**src/rtl/ibf_cfg_loader.sv**
```systemverilog
// Select-vector loader for the inverse-butterfly mux stage: assembles write beats
// in a shadow register and commits the shadow to the active select vector atomically.
module ibf_cfg_loader #(
    parameter  int N_NUM       = 32,
    parameter  int DATA_WIDTH  = 4096,
    parameter  int WR_WIDTH    = 32,
    localparam int CFG_BIT_NUM = $clog2(N_NUM),
    localparam int MUX_NUM     = DATA_WIDTH / N_NUM,
    localparam int CFG_WIDTH   = CFG_BIT_NUM * MUX_NUM
) (
    input  logic                 clk,
    input  logic                 rst_n,
    input  logic                 cfg_wr_valid,
    output logic                 cfg_wr_ready,
    input  logic [WR_WIDTH-1:0]  cfg_wr_data,
    input  logic                 cfg_wr_last,
    input  logic                 commit_req,
    output logic [CFG_WIDTH-1:0] cfg_out,
    output logic                 cfg_pending,
    output logic                 cfg_applied,
    output logic                 cfg_err
);

    localparam int              BEATS    = (CFG_WIDTH + WR_WIDTH - 1) / WR_WIDTH;
    localparam int              CNT_W    = $clog2(BEATS + 1);
    localparam logic [CNT_W-1:0] LAST_CNT = CNT_W'(BEATS - 1);

    typedef enum logic [1:0] {
        IDLE = 2'd0,
        LOAD = 2'd1,
        FULL = 2'd2
    } state_t;

    state_t               state_q,   state_d;
    logic [CNT_W-1:0]     cnt_q,     cnt_d;
    logic [CFG_WIDTH-1:0] shadow_q,  shadow_d;
    logic [CFG_WIDTH-1:0] cfg_out_q, cfg_out_d;
    logic                 applied_q, applied_d;
    logic                 err_q,     err_d;

    logic                 xfer;
    logic [CNT_W-1:0]     beat_idx;

    // Ready depends on state only, so there is no combinational valid->ready path.
    assign cfg_wr_ready = (state_q != FULL);
    assign cfg_pending  = (state_q == FULL);
    assign cfg_out      = cfg_out_q;
    assign cfg_applied  = applied_q;
    assign cfg_err      = err_q;

    assign xfer     = cfg_wr_valid && cfg_wr_ready;
    assign beat_idx = (state_q == LOAD) ? cnt_q : '0;

    always_comb begin
        // NOTE: every signal assigned here gets a default first, so no path can infer a latch.
        state_d   = state_q;
        cnt_d     = cnt_q;
        shadow_d  = shadow_q;
        cfg_out_d = cfg_out_q;
        applied_d = 1'b0;
        err_d     = 1'b0;

        // Bits of the final beat that fall above CFG_WIDTH have no shadow bit and drop out.
        if (xfer) begin
            for (int i = 0; i < CFG_WIDTH; i++) begin
                if ((i / WR_WIDTH) == int'(beat_idx)) begin
                    shadow_d[i] = cfg_wr_data[i % WR_WIDTH];
                end
            end
        end

        case (state_q)
            IDLE: begin
                if (xfer) begin
                    cnt_d = CNT_W'(1);
                    if (BEATS == 1) begin
                        if (cfg_wr_last) begin
                            state_d = FULL;
                        end else begin
                            err_d = 1'b1;
                            cnt_d = '0;
                        end
                    end else if (cfg_wr_last) begin
                        err_d = 1'b1;
                        cnt_d = '0;
                    end else begin
                        state_d = LOAD;
                    end
                end
            end

            LOAD: begin
                if (xfer) begin
                    if (cnt_q == LAST_CNT) begin
                        cnt_d = '0;
                        if (cfg_wr_last) begin
                            state_d = FULL;
                        end else begin
                            err_d   = 1'b1;
                            state_d = IDLE;
                        end
                    end else if (cfg_wr_last) begin
                        err_d   = 1'b1;
                        cnt_d   = '0;
                        state_d = IDLE;
                    end else begin
                        cnt_d = cnt_q + CNT_W'(1);
                    end
                end
            end

            FULL: begin
                // A commit on the completing beat's cycle is sampled in LOAD and never reaches here.
                if (commit_req) begin
                    cfg_out_d = shadow_q;
                    applied_d = 1'b1;
                    cnt_d     = '0;
                    state_d   = IDLE;
                end
            end

            default: begin
                state_d = IDLE;
                cnt_d   = '0;
            end
        endcase
    end

    always_ff @(posedge clk) begin
        // NOTE: state is updated with non-blocking assignments so every flop samples pre-edge values.
        if (!rst_n) begin
            state_q   <= IDLE;
            cnt_q     <= '0;
            shadow_q  <= '0;
            cfg_out_q <= '0;
            applied_q <= 1'b0;
            err_q     <= 1'b0;
        end else begin
            state_q   <= state_d;
            cnt_q     <= cnt_d;
            shadow_q  <= shadow_d;
            cfg_out_q <= cfg_out_d;
            applied_q <= applied_d;
            err_q     <= err_d;
        end
    end

endmodule

```
**config.mk**
```make
export PLATFORM = sky130hd
export DESIGN_NAME = ibf_cfg_loader
export DESIGN_NICKNAME = d
export VERILOG_FILES = /design/src/rtl/ibf_cfg_loader.sv
export SDC_FILE = /design/constraint.sdc
export NUM_CORES = 2
export LEC_CHECK = 0
export CAP_MARGIN = 20
export CORE_AREA = 2 2 326 328
export DETAILED_ROUTE_END_ITERATION = 8
export DIE_AREA = 0 0 328 330
export PLACE_DENSITY = 0.66
export SETUP_SLACK_MARGIN = 0.15
export SLEW_MARGIN = 5
export SYNTH_ARGS = -nofsm -noshare
export SYNTH_HDL_FRONTEND = slang
export SYNTH_SLANG_ARGS = --single-unit
```
**constraint.sdc**
```tcl
create_clock -name clk -period 4.21 [get_ports clk]
set_clock_uncertainty 0.15 [all_clocks]
set_input_delay 1.0525 -clock clk [delete_from_list [all_inputs] [get_ports clk]]
set_output_delay 1.0525 -clock clk [all_outputs]
set_load 0.01 [all_outputs]
```
-- Yosys cells after proc, flatten, opt, wreduce, memory -nomap -nowiden
Cells that the tools add are included.
- reduce and logical (&&, ||, !) cells: 27
- $add $sub $neg: 1
- multiplexer cells: 23
- eq/ne operators: 28
- operator list (operator ; number):
    $eq 5x5->1 const A ; 12
    $reduce_and 2->1 ; 22
    $mux 5 ; 6
    $eq 4x5->1 const A ; 4
    $pmux 5 s3 ; 1
    $mux 2 ; 7
    $eq 3x5->1 const A ; 2
    $ne 2x2->1 const B ; 5
    $mux 1 ; 7
    $pmux 2 s3 ; 1
    $add 5x1->5 const B ; 1
    $eq 2x5->1 const A ; 1
    $eq 5x5->1 const B ; 1
    $logic_not 5->1 ; 1
    $reduce_and 5->1 ; 1
    $ne 3x2->1 const B ; 1
    $reduce_and 3->1 ; 1
    $eq 2x1->1 const B ; 1
    $eq 2x2->1 const B ; 1
    $logic_not 2->1 ; 1
    $pmux 1 s2 ; 1
    $logic_and 1x1->1 ; 1
- output and inout bits: 644
- register bits after elaboration: 1289
- logic and storage cells: 104
- input port bits: 37

-- Depth between registers and ports, before layout
- depth after elaboration: 5
- depth in mapped cells: 9
- gate-level depth less buffers: 6

-- Worst setup path before layout
No wires, ideal clock.
- path kind: input -> register
- from: in rst_n
- to: reg shadow_q[128]
- data arrival time: 2239 ps
- required time: 3991 ps
- path slack: 1752 ps
- stages: 7
- library setup time: 69 ps
- buffers on the path: 5
- cells stage by stage: buf_2 -> buf_4 -> buf_2 -> clkbuf_1 -> buf_1 -> nand3_1 -> o21ai_1
- RTL lines (element ; RTL line ; text):
    start, declared ; 12 ; input logic rst_n,
    end signal, assigned ; 141 ; shadow_q <= shadow_d;
    end, declared ; 36 ; logic [CFG_WIDTH-1:0] shadow_q, shadow_d;

-- Worst setup path after layout
- from: reg state_q[0]
- to: out cfg_pending
- cells in the longest elaborated chain, start to end: 1
- RTL lines (element ; RTL line ; text):
    start, declared ; 34 ; state_t state_q, state_d;
    start signal, assigned ; 139 ; state_q <= state_d;
    $eq 2x2->1 ; 46 ; assign cfg_pending = (state_q == FULL);
    end, declared ; 19 ; output logic cfg_pending,
Every way passes these cells.

==> metrics <==
status=completed; Worst Setup EP=cfg_pending; Reg2Reg Depth=7; H-tree Lvls=4; top cell type's share of synthesized area=57.59%; clk sinks=1289; number of buffers created by CTS=134; largest family of logic cells by synthesized area=simple AND/OR/NAND/NOR gates; post-synthesis adder-cell area fraction=0.05585%; unique cell type count in the Yosys netlist=45; critical path arrival=2.57 ns; FF+latch count, synth=1289; leading post-synthesis cells by cell area=dfxtp_1 58%, nand2_1 11%, a21boi_0 7.7%; average size of a mapped cell=8.815 um2; Worst Path Required=3.01 ns; layout cells sized above 1=6.804%; xor and xnor area share after synthesis=0%; number of synthesized flops with an enable pin=0; Global Route Usage Sum=27.12%; die footprint=108200 um2; gp weighted congestion=0.8090; first-pass GRT wire length=219.8 mm; clock latency at the later pin of the worst-skew pair=0.74 ns; TNS Setup=0 ns; pin count of the biggest net entering global routing=182; fmax=0.2648 GHz; area fraction in compound gates after synthesis=17.94%; CTS tree=yes; Fin. Hold Viols=0; RR Endpoint=cfg_out[427]; Vias=37.23k; WL/cell=21.69 um; Max-Cap Viols=0; DR iter-0 viols=3559; biggest area consumer among synthesized cells=dfxtp_1; Critical Path Start Type=register; final WL=152.4 mm; proportion of synthesized area in mux cells=0.7595%; Synth Warn #=0; worst-path fanout max=14; sequential cell area fraction in the yosys report=57.59%; row count=119; I/O Pins=681; Clock Path Buffers=3; most numerous cell in the Yosys netlist=nand2_1; critical path startpoint=state_q[0]; Die Span Y=330 um; most frequent cells after synthesis=1347 x nand2_1, 1289 x dfxtp_1, 611 x nand3_1; Syn Inst Count=5083; LEAKAGE=19.05 nW; vias in the first global route=33.64k; setup repair bufs after CTS=0; Remaining Overflow, GRT=0; Core ar.=104700 um2; Cell Area, Synth=44810 um2; Avg Vias per Cell=5.299; Die X-Extent=328 um; Post-DRT Antenna Nets=0; Synth Area in Simple Gates=19.01%; cell area after layout=57200 um2; Hold/Removal Path Class=register to register; DRT Pass-1 Iters=7; ys async rst share=0%; detailed-route DRC error count=0; Area growth syn-to-layout=27.66%; Slew HR=23.68%; PwrDens=441.4 nW/um2; reg-to-reg startpoint=state_q[0]; RSZ-0062 raised after global routing=no; Detailed Place HPWL=93.50 mm; initial antenna violation count=22; DP Area=52590 um2; fin crit period=3.777 ns; post-synthesis net count=5122; Reg2Reg Setup Slack=1.17 ns; crit path kind=register to output pin; period utilisation layout=89.71%; Initial Utilization=42.81%; Most used DFF post-synth=dfxtp_1; CTS clk-pin slew, worst paths=0.06 ns; Final setup viols=0; worst vdd ir=0.0002651 V; root buffer cell=clkbuf_16; Crit. End Element=output pin; PortBufs=680; Worst-Margin Slew=1.141 ns; NumNets Final=5563; max-slew violations=0
[layer usage]
metal | wire length (um) | vias up | GRT usage, % | part of all wire [%]
li1 | - | 17900 | - | -
met1 | 65620 | 17650 | 36.83 | 43
met2 | 69180 | 1433 | 42.57 | 45
met3 | 11400 | 254 | 4.624 | 7.5
met4 | 6154 | 0 | 11.73 | 4.0
met5 | 0 | - | 0 | 0
[flip-flops by register name, summed over array words and instances, names as in the netlist]
| name | cells |
|---|---|
| cfg_out | 640 |
| shadow_q | 640 |
| cnt_q | 5 |
| state_q | 2 |
| cfg_applied | 1 |
| cfg_err | 1 |
[stage by stage]
stage / power (mW) / instances / hold slack, ns / util [%] / worst slack, ns
after global placement: 13.20 / 6778 / 0.2849 / 50.23 / 0.5424
after detailed placement: 13.21 / 6779 / 0.2928 / 50.24 / 0.5415
after floorplan: 12.86 / 5083 / 0.2810 / - / 1.752
after CTS: 25.39 / 7020 / 0.2854 / 54.63 / 0.1946
final: 25.25 / 7026 / 0.2887 / 54.65 / 0.4330
after global routing: 25.90 / 7020 / 0.3090 / 54.63 / 0.3583
[layout by cell type, fill, tap and decap left out, drive strengths merged, types with 2 or more instances in the layout]
cell type and n:
a21boi 642, a21oi 2, and2 2, and4bb 2, buf 111, bufinv 12, clkbuf 197, clkdlybuf4s50 679
clkinv 22, clkinvlp 3, dfxtp 1289, diode 6, ha 2, inv 9, mux2i 34, nand2 1348
nand2b 2, nand3 621, nand4 4, nor2 7, nor2b 3, nor3 3, nor3b 2, nor4b 3
nor4bb 3, o2111ai 3, o21ai 613
[worst min-delay path by stage]
stage               slack [ns]     startpoint            to  cells after the start
detailed placement        0.29  shadow_q[619]  cfg_out[619]                      2
floorplan                 0.28  shadow_q[100]  cfg_out[100]                      2
global route              0.31  shadow_q[624]  cfg_out[624]                      2
finish                    0.29   shadow_q[57]   cfg_out[57]                      2
global placement          0.28  shadow_q[597]  cfg_out[597]                      2
CTS                       0.29  shadow_q[108]  cfg_out[108]                      2
[timing repair]
item | 4_1_cts | 5_1_grt
resized for setup | 0 | 1
hold buffers | 0 | 0
endpoints found under the setup margin | 0 | 2
[power breakdown]
| group | internal, mW | total, mW | switching (mW) |
|---|---|---|---|
| logic | 0.185 | 0.704 | 0.519 |
| clock network | 7.34 | 12.3 | 4.96 |
| registers | 12.2 | 12.2 | 0.0176 |
[cells by family after synthesis]
family,after synthesis
fa+ha+maj,2
flops,1289
mux,34
simple gates,2003
compound gates,1268
buf+inv,487
[layout make-up]
class / count / area [um2]
Inverter: 2 / 7.507
Multi-Input combinational cell: 3307 / 17040
Antenna cell: 6 / 15.01
Clock inverter: 44 / 599.3
Timing Repair Buffer: 790 / 8000
Fill cell: 9469 / 47470
Sequential cell: 1289 / 25800
Tap cell: 1391 / 1740
Clock buffer: 197 / 3996
[worst max-delay path, cell delays in order (launching register included)]
cell and delay [ns]:
dfxtp_1 0.68, nand2b_2 0.45, inv_2 0.18, clkdlybuf4s50_1 0.52
(Power assumes the default switching activity.)
